$ cat src/rtl/wimax_derandomizer_pkg.sv
// Shared definitions for the 802.16 PRBS derandomizer: seed, LFSR geometry,
// FSM states and a single-step LFSR function reusable on the transmit side.
package wimax_pkg;

  localparam int LFSR_W = 15;

  // Taps for 1 + x^14 + x^15, with s[14] holding stage 1.
  localparam int TAP_A = 1;
  localparam int TAP_B = 0;

  localparam logic [LFSR_W-1:0] SEED_DEFAULT = 15'h3715;
  localparam logic [15:0]       MAX_BITS     = 16'd9600;
  localparam int                CNT_W        = $bits(MAX_BITS);

  typedef enum logic {
    IDLE = 1'b0,
    RUN  = 1'b1
  } derand_state_t;

  typedef struct packed {
    logic [LFSR_W-1:0] state;
    logic              bit_out;
  } lfsr_step_t;

  function automatic lfsr_step_t lfsr_step(input logic [LFSR_W-1:0] s);
    lfsr_step_t r;
    r.bit_out = s[TAP_A] ^ s[TAP_B];
    r.state   = {r.bit_out, s[LFSR_W-1:1]};
    return r;
  endfunction

endpackage

$ cat src/rtl/wimax_derandomizer_if.sv
// Bit-serial burst stream into and out of the derandomizer.
interface wimax_derandomizer_if;

  // Handshake: a bit moves across a port on a rising edge where valid and
  // ready are both high. Once valid is raised it holds data/sop/eop stable
  // until that edge; ready may change freely and never waits on valid.
  logic in_valid;
  logic in_data;
  logic in_sop;
  logic in_eop;
  logic in_ready;

  logic out_valid;
  logic out_data;
  logic out_sop;
  logic out_eop;
  logic out_ready;

  // master: the surrounding chain (drives input bits, consumes output bits)
  modport master (
    output in_valid, in_data, in_sop, in_eop, out_ready,
    input  in_ready, out_valid, out_data, out_sop, out_eop
  );

  // slave: the derandomizer itself
  modport slave (
    input  in_valid, in_data, in_sop, in_eop, out_ready,
    output in_ready, out_valid, out_data, out_sop, out_eop
  );

endinterface

$ cat src/rtl/wimax_derandomizer_prbs15_lfsr.sv
// 15-stage PRBS generator for 1 + x^14 + x^15; when load is high the seed
// replaces the state before fb is formed, so the first bit uses the seed.
module prbs15_lfsr
  import wimax_pkg::*;
(
  input  logic              clk,
  input  logic              reset,
  input  logic              load,
  input  logic [LFSR_W-1:0] seed,
  input  logic              adv,
  output logic              fb
);

  logic [LFSR_W-1:0] s;
  logic [LFSR_W-1:0] base;
  lfsr_step_t        step;

  assign base = load ? seed : s;
  assign step = lfsr_step(base);
  assign fb   = step.bit_out;

  always_ff @(posedge clk or negedge reset) begin
    if (!reset) begin
      s <= SEED_DEFAULT;
    end else if (adv) begin
      s <= step.state;
    end else if (load) begin
      s <= seed;
    end
  end

endmodule

$ cat src/rtl/wimax_derandomizer.sv
// Receive-side 802.16 bit-serial derandomizer with burst framing.
// Optional burst length checking is built when DERAND_LENCHK_EN is defined.
module wimax_derandomizer
  import wimax_pkg::*;
(
  input  logic                 clk,
  input  logic                 reset,
  input  logic                 en,
  input  logic                 seed_sel,
  input  logic [LFSR_W-1:0]    load,
  input  logic [CNT_W-1:0]     burst_bits,
  wimax_derandomizer_if.slave  bus,
  output logic                 len_err,
  output logic [7:0]           drop_cnt,
  output derand_state_t        dbg_state
);

  derand_state_t state;
  derand_state_t state_nxt;

  logic accept;
  logic emit;
  logic seed_load;
  logic fb;

  // A new bit is taken whenever the single output register is free or
  // being drained this cycle.
  assign bus.in_ready = en & (~bus.out_valid | bus.out_ready);
  assign accept       = bus.in_valid & bus.in_ready;
  assign emit         = accept & (bus.in_sop | (state == RUN));
  assign seed_load    = accept & bus.in_sop;
  assign dbg_state    = state;

  prbs15_lfsr u_lfsr (
    .clk   (clk),
    .reset (reset),
    .load  (seed_load),
    .seed  (seed_sel ? load : SEED_DEFAULT),
    .adv   (emit),
    .fb    (fb)
  );

  always_ff @(posedge clk or negedge reset) begin
    if (!reset) begin
      state <= IDLE;
    end else begin
      state <= state_nxt;
    end
  end

  always_comb begin
    state_nxt = state;
    case (state)
      IDLE: begin
        if (accept && bus.in_sop && !bus.in_eop) begin
          state_nxt = RUN;
        end
      end
      RUN: begin
        if (accept && bus.in_eop) begin
          state_nxt = IDLE;
        end
      end
      default: state_nxt = IDLE;
    endcase
  end

  always_ff @(posedge clk or negedge reset) begin
    if (!reset) begin
      bus.out_valid <= 1'b0;
      bus.out_data  <= 1'b0;
      bus.out_sop   <= 1'b0;
      bus.out_eop   <= 1'b0;
    end else if (emit) begin
      bus.out_valid <= 1'b1;
      bus.out_data  <= bus.in_data ^ fb;
      bus.out_sop   <= bus.in_sop;
      bus.out_eop   <= bus.in_eop;
    end else if (bus.out_ready) begin
      bus.out_valid <= 1'b0;
    end
  end

  // Bits arriving between bursts are discarded and counted.
  always_ff @(posedge clk or negedge reset) begin
    if (!reset) begin
      drop_cnt <= 8'd0;
    end else if (accept && !bus.in_sop && (state == IDLE) && (drop_cnt != 8'hFF)) begin
      drop_cnt <= drop_cnt + 8'd1;
    end
  end

`ifdef DERAND_LENCHK_EN
  localparam logic [CNT_W-1:0] CNT_ONE = 1;

  logic [CNT_W-1:0] bit_cnt;
  logic [CNT_W-1:0] cnt_now;
  logic             len_bad;

  // cnt_now is the position of the bit being accepted within its burst.
  always_comb begin
    cnt_now = (bit_cnt == '1) ? bit_cnt : bit_cnt + CNT_ONE;
    if (bus.in_sop) begin
      cnt_now = CNT_ONE;
    end
    len_bad = 1'b0;
    if (bus.in_sop && (state == RUN)) begin
      len_bad = 1'b1;
    end
    if (bus.in_eop && (cnt_now != burst_bits)) begin
      len_bad = 1'b1;
    end
    if (!bus.in_eop && (cnt_now == burst_bits)) begin
      len_bad = 1'b1;
    end
  end

  // An error raised by a SOP takes precedence over the clear that SOP brings.
  always_ff @(posedge clk or negedge reset) begin
    if (!reset) begin
      bit_cnt <= '0;
      len_err <= 1'b0;
    end else if (emit) begin
      bit_cnt <= cnt_now;
      if (len_bad) begin
        len_err <= 1'b1;
      end else if (bus.in_sop) begin
        len_err <= 1'b0;
      end
    end
  end
`else
  logic len_unused;
  assign len_unused = ^burst_bits;
  assign len_err    = 1'b0;
`endif

endmodule

$ cat src/flat_wrapper.sv
// flat-port wrapper written by rule: the top's interface ports become plain ports
module wimax_derandomizer_flat import wimax_pkg::*;
  (clk, reset, en, seed_sel, load, burst_bits, len_err, drop_cnt, dbg_state, bus_in_valid, bus_in_data, bus_in_sop, bus_in_eop, bus_out_ready, bus_in_ready, bus_out_valid, bus_out_data, bus_out_sop, bus_out_eop);
  wimax_derandomizer_if bus_i ();
  input  logic clk;
  input  logic reset;
  input  logic en;
  input  logic seed_sel;
  input  logic [LFSR_W-1:0] load;
  input  logic [CNT_W-1:0] burst_bits;
  output logic len_err;
  output logic [7:0] drop_cnt;
  output derand_state_t dbg_state;
  input wire logic [$bits(bus_i.in_valid)-1:0] bus_in_valid;
  input wire logic [$bits(bus_i.in_data)-1:0] bus_in_data;
  input wire logic [$bits(bus_i.in_sop)-1:0] bus_in_sop;
  input wire logic [$bits(bus_i.in_eop)-1:0] bus_in_eop;
  input wire logic [$bits(bus_i.out_ready)-1:0] bus_out_ready;
  output wire logic [$bits(bus_i.in_ready)-1:0] bus_in_ready;
  output wire logic [$bits(bus_i.out_valid)-1:0] bus_out_valid;
  output wire logic [$bits(bus_i.out_data)-1:0] bus_out_data;
  output wire logic [$bits(bus_i.out_sop)-1:0] bus_out_sop;
  output wire logic [$bits(bus_i.out_eop)-1:0] bus_out_eop;
  assign bus_i.in_valid = bus_in_valid;
  assign bus_i.in_data = bus_in_data;
  assign bus_i.in_sop = bus_in_sop;
  assign bus_i.in_eop = bus_in_eop;
  assign bus_i.out_ready = bus_out_ready;
  assign bus_in_ready = bus_i.in_ready;
  assign bus_out_valid = bus_i.out_valid;
  assign bus_out_data = bus_i.out_data;
  assign bus_out_sop = bus_i.out_sop;
  assign bus_out_eop = bus_i.out_eop;
  wimax_derandomizer u_core (.clk(clk), .reset(reset), .en(en), .seed_sel(seed_sel), .load(load), .burst_bits(burst_bits), .bus(bus_i), .len_err(len_err), .drop_cnt(drop_cnt), .dbg_state(dbg_state));
endmodule
$ cat config.mk
export PLATFORM = sky130hd
export DESIGN_NAME = wimax_derandomizer_flat
export DESIGN_NICKNAME = d
export VERILOG_FILES = /design/src/rtl/wimax_derandomizer_pkg.sv /design/src/rtl/wimax_derandomizer_if.sv /design/src/rtl/wimax_derandomizer_prbs15_lfsr.sv /design/src/rtl/wimax_derandomizer.sv /design/src/flat_wrapper.sv
export SDC_FILE = /design/constraint.sdc
export NUM_CORES = 1
export LEC_CHECK = 0
export CORE_ASPECT_RATIO = 0.7
export CORE_UTILIZATION = 41
export DETAILED_ROUTE_END_ITERATION = 7
export PLACE_DENSITY = 0.74
export SLEW_MARGIN = 20
export SYNTH_ARGS = -nofsm -noshare
export SYNTH_HDL_FRONTEND = slang
export SYNTH_HIERARCHICAL = 1
export SYNTH_SLANG_ARGS = --single-unit
$ cat constraint.sdc
create_clock -name clk -period 1.9 [get_ports clk]
set_input_delay 0.19 -clock clk [delete_from_list [all_inputs] [get_ports clk]]
set_output_delay 0.19 -clock clk [all_outputs]
set_load 0.01 [all_outputs]
Yosys cells after proc, flatten, opt, wreduce, memory -nomap -nowiden
Cells that the tools add are included.

Bits in registers: 28. Input bits: 40. Output and inout bits: 15. Logic and storage cells: 36.

Add/sub/neg operators: 1. Equality and inequality tests: 1. Mux-type cells: 8. Bitwise logic cells: 10. Reductions and logical operators: 9.

Operators by type and width (number): 2-to-1 mux 15 bit (3); adder 8 x 1 -> 8 bit, second input constant (1); inequality test 8 bit, second input constant (1); logical AND 1 bit (6); bitwise AND 1 bit (4); 2-to-1 mux 1 bit (4); logical NOT 1 bit (2); NOT 1 bit (2); OR 1 bit (2); one-hot mux 1 bit (2 select lines) (1); nonzero test 2 bit (1); XOR 1 bit (2).

Longest topological paths before layout
Word-level depth: 8. Mapped depth: 8. Gate-level depth less buffers: 6.

By module
The synthesis kept the hierarchy.

Modules (own cells, without submodules): prbs15_lfsr (instances 1, cells each 36, area each 810.8 um2, sequential area each 385.4 um2); wimax_derandomizer (instances 1, cells each 73, area each 783.3 um2, sequential area each 325.3 um2).

Least setup slack after synthesis
OpenSTA, ideal clock, no wires.

Path kind: reg2reg. Start: reg u_core.bus.out_valid. End: reg u_core.bus.out_data. Setup time: 128 ps. Arrival time: 1942 ps. Required time: 1772 ps. Path slack: -169 ps. Cell stages (with the launch flop): 9. Buffers on the path: 2. Clock period less this slack: 2069 ps. Cells stage by stage: dfrtp_1 nand2b_4 and3_4 and2_1 buf_6 buf_12 mux2_2 xor2_1 mux2_1.

Cells in the longest elaborated chain, start to end: 8. Elaborated cells between the ends (all ways): 9. Those cells by class: 1 x mux; 8 x bitwise.

Ends and longest elaborated chain: start: declaration (RTL line wimax_derandomizer_if.sv:28) `output in_ready, out_valid, out_data, out_sop, out_eop`; start signal: assignment (RTL line wimax_derandomizer.sv:70) `bus.out_valid <= 1'b0;`; start signal: assignment (RTL line wimax_derandomizer.sv:75) `bus.out_valid <= 1'b1;`; start signal: assignment (RTL line wimax_derandomizer.sv:80) `bus.out_valid <= 1'b0;`; NOT 1 bit (RTL line wimax_derandomizer.sv:28) `assign bus.in_ready = en & (~bus.out_valid | bus.out_ready);`; OR 1 bit (RTL line wimax_derandomizer.sv:28); bitwise AND 1 bit (RTL line wimax_derandomizer.sv:28); bitwise AND 1 bit (RTL line wimax_derandomizer.sv:29) `assign accept = bus.in_valid & bus.in_ready;`; bitwise AND 1 bit (RTL line wimax_derandomizer.sv:31) `assign seed_load = accept & bus.in_sop;`; named net u_core.seed_load (RTL line wimax_derandomizer.sv:23) `logic seed_load;`; 2-to-1 mux 15 bit (RTL line wimax_derandomizer_prbs15_lfsr.sv:18) `assign base = load ? seed : s;`; XOR 1 bit (RTL line wimax_derandomizer_pkg.sv:27) `r.bit_out = s[TAP_A] ^ s[TAP_B];`; named net u_core.fb (RTL line wimax_derandomizer.sv:24) `logic fb;`; XOR 1 bit (RTL line wimax_derandomizer.sv:76) `bus.out_data <= bus.in_data ^ fb;`; end signal: assignment (RTL line wimax_derandomizer.sv:76); end: declaration (RTL line wimax_derandomizer_if.sv:28).

The timed path passes the listed nets, and every way through them passes these cells. A chain may end at the register's enable or synchronous reset.

Worst setup path after layout
Start: in bus_out_ready. End: out bus_in_ready.

Cells in the longest elaborated chain, start to end: 2.

Ends and longest elaborated chain: start: declaration (RTL line flat_wrapper.sv:18) `input wire logic [$bits(bus_i.out_ready)-1:0] bus_out_ready;`; OR 1 bit (RTL line wimax_derandomizer.sv:28); bitwise AND 1 bit (RTL line wimax_derandomizer.sv:28); end: declaration (RTL line flat_wrapper.sv:19) `output wire logic [$bits(bus_i.in_ready)-1:0] bus_in_ready;`.

No other way between the ends.

==> results_dict.tcl <==
set metrics [dict create \
    vias 1048 \
    hold_path.class "input port to asynchronous set/reset pin" \
    io_pins 55 \
    critPathRequiredTime_ns 1.71 \
    clock_latency_ns 0.28 \
    drive_above_1_share_pct 32.9 \
    clkPwrFrac_pct 20.3 \
    finalCritPeriodShare_pct 92.5 \
    clock_sinks 28 \
    synth-adder-area-share_pct 0.785 \
    syn_area_um2 1590 \
    reg2regPathDepth 5 \
    p_sw_share_pct 26.7 \
    post_drt_wl_per_cell_um 15.1 \
    cts_tree "built" \
    start_util_pct 44.0 \
    power.switching_mw 0.624 \
    yosys.area_share.simple_pct 17.9 \
    synth-compound-area-share_pct 2.51 \
    timing.rr.start "u_core/bus.out_valid$_DFFE_PN0P_" \
    wirelength_um 3140 \
    path_cells "clkdlybuf4s50_1 > nand2b_4 > buf_4 > and2_1 > clkdlybuf4s50_1" \
    grt_pass1_vias 1048 \
    io_buffers 37 \
    avgSynthCellArea_um2 14.6 \
    fin_crit_ns 1.76 \
    synthXorXnorAreaFrac_pct 4.40 \
    path_max_fanout 3 \
    grt_max_degree 29 \
    drcViolationCount 0 \
    ys_warn_count 6 \
    cts.clk_slew.worst_paths_ns 0.09 \
    status "completed" \
    place_congestion 0.698 \
    fillers 284 \
    rsz0062_at_grt "no" \
    hold_ws_ns 0.282 \
    ant_nets 0 \
    crit_path_end_kind "output pin" \
    skew_ns 0.00982 \
    netlist_instances 109 \
    synth.distinct_cells 38 \
    drt_iter0_markers 48 \
    p_leak_nw 0.897 \
    dp_hpwl_um 2310 \
    core_area_um2 3630 \
    h-tree-depth 1 \
    cap_violations 0 \
    cts_setup_buffers 0 \
    path_common_cell "clkdlybuf4s50_1" \
    layout.nets 200 \
    yosys.area.top_type "dfrtp_1" \
    crit-reg2reg-capture "u_core/u_lfsr/s[11]$_DFF_PN0_" \
    power_density_nw_per_um2 1070 \
    synth_mux_area_share_pct 26.4 \
    synthFlopType "dfrtp_1" \
    ctsHoldBuffers 0 \
    total_power_mw 2.33 \
    critPathKind "input port to output pin" \
    rows 18 \
    cts_root_buffer "clkbuf_8" \
    hold_viol 0 \
    syn-num-nets 150 \
    synthMostInstantiatedCell "dfrtp_1" \
    r2r_slack_ns 0.20 \
    max_freq_mhz 569 \
    cts_resized 0 \
    num_antenna_cells 0 \
    first_pass_iters 4 \
    gr-total-overflow 0 \
    cp.arrival_ns 1.57 \
    synth_edf_count 0 \
    synth_top_family_by_area "multiplexers" \
    grt_pass1_wl_um 5120 \
    track_usage_pct 16.6 \
    syn_to_final_growth_pct 37.0 \
    p_seq_share_pct 45.3 \
    cp_slowest_cell "clkdlybuf4s50_1" \
    cts_buffer_depth 2 \
    max_stage_delay_ns 0.53 \
    antenna_found_initial 0 \
    synth-seq-area-share_pct 44.6 \
    power.internal_mw 1.71 \
    synth_area_leaders "dfrtp_1 31%, dfstp_2 13%, mux4_2 13%" \
    pwr-share-comb_pct 34.3 \
    ir_worst_vdd_mv 0.755 \
    startpoint_type "input port" \
    die_area_um2 4150 \
    cts_inserted_buffers 3 \
    finalMaxSlewViolations 0 \
    die_w_um 76.5 \
    ys_async_sr_fraction_pct 100 \
    synth_top_area_share_pct 31.4 \
    vias_per_cell 5.04 \
    setup_violations 0 \
    die_height_um 54.2 \
    yosys-top-cells-count "20 x dfrtp_1, 9 x and2_1, 9 x mux4_2" \
    yosys_register_bits 28 \
]
[flip-flops by register name (all words and copies together) (netlist names)]
register,count
u_core/bus.out_eop,1
u_core/u_lfsr/s,15
u_core/bus.out_valid,1
u_core/bus.out_data,1
u_core/dbg_state,1
u_core/drop_cnt,8
u_core/bus.out_sop,1
[cell type report]
class	instances	area (um^2)	share of cell area (%)
Timing Repair Buffer	50	493	22.6
Multi-Input combinational cell	75	842	38.6
Tap cell	50	62.6	2.87
Clock buffer	3	41.3	1.89
Clock inverter	1	30.0	1.38
Inverter	1	3.75	0.172
Sequential cell	28	711	32.6
[metrics by stage]
step	setup WS [ns]	instances	TNS (ns)	cell area [um^2]	util, %
finish	0.143	208	0	2180	60.2
CTS	0.126	208	0	2180	60.2
floorplan	-0.0306	109	-0.0306	1600	-
global route	0.0957	208	0	2180	60.2
detailed placement	-0.109	204	-0.744	2110	58.2
global placement	-0.0649	204	-0.395	2110	58.2
[critical path, delay by kind of cell]
| family | cells | cell delay [ns] |
|---|---|---|
| buf+inv | 3 | 1.12 |
| simple gates | 2 | 0.25 |
[power by group through the flow]
stage,clock network [mW],logic [mW],registers [mW]
2_1_floorplan,0,0.467,1.05
3_3_place_gp,0,0.773,1.05
3_5_place_dp,0,0.800,1.06
4_1_cts,0.491,0.807,1.05
5_1_grt,0.521,0.855,1.09
6_report,0.475,0.801,1.06
[kinds of logic (layout without fill, tap and decap cells)]
family | count (synthesis) | in the layout
other cells | 1 | 1
simple gates | 40 | 40
fa+ha+maj | 1 | 1
buf+inv | 6 | 55
flops | 28 | 28
xor+xnor | 8 | 8
compound gates | 5 | 5
mux | 20 | 20
[how the worst max path moves through the flow]
stage,from,endpoint,slack [ns],depth (start not counted)
after CTS,bus_out_ready,bus_in_ready,0.13,5
after floorplan,u_core/bus.out_valid$_DFFE_PN0P_,u_core/bus.out_data$_DFFE_PN0P_,-0.03,8
after global placement,bus_out_ready,u_core/u_lfsr/s[11]$_DFF_PN0_,-0.06,6
after detailed placement,bus_out_ready,u_core/u_lfsr/s[11]$_DFF_PN0_,-0.11,6
after global routing,u_core/bus.out_valid$_DFFE_PN0P_,bus_in_ready,0.1,4
final,bus_out_ready,bus_in_ready,0.14,5
[per-layer routing]
layer	track usage (%)	routed length, um	vias to the layer above
met2	27.0	1500	20
met5	0	0	-
li1	-	-	499
met4	4.81	29	0
met3	4.07	95	2
met1	22.6	1510	527
[cell usage in the layout, fill, tap and decap left out, types with 2 or more instances in the layout]
master | netlist | routed
buf_4 | 1 | 11
dfstp_2 | 8 | 8
mux4_2 | 9 | 9
xor2_1 | 8 | 8
nor3_1 | 3 | 3
and2_1 | 9 | 8
clkdlybuf4s50_1 | 0 | 37
buf_12 | 1 | 2
nand2_1 | 5 | 5
mux4_1 | 6 | 6
nand2b_1 | 8 | 8
mux2_4 | 1 | 3
dfrtp_1 | 20 | 20
nor2_2 | 2 | 2
nand3_1 | 2 | 2
clkbuf_8 | 0 | 3
Note: power is estimated with default switching activity, not from simulation.
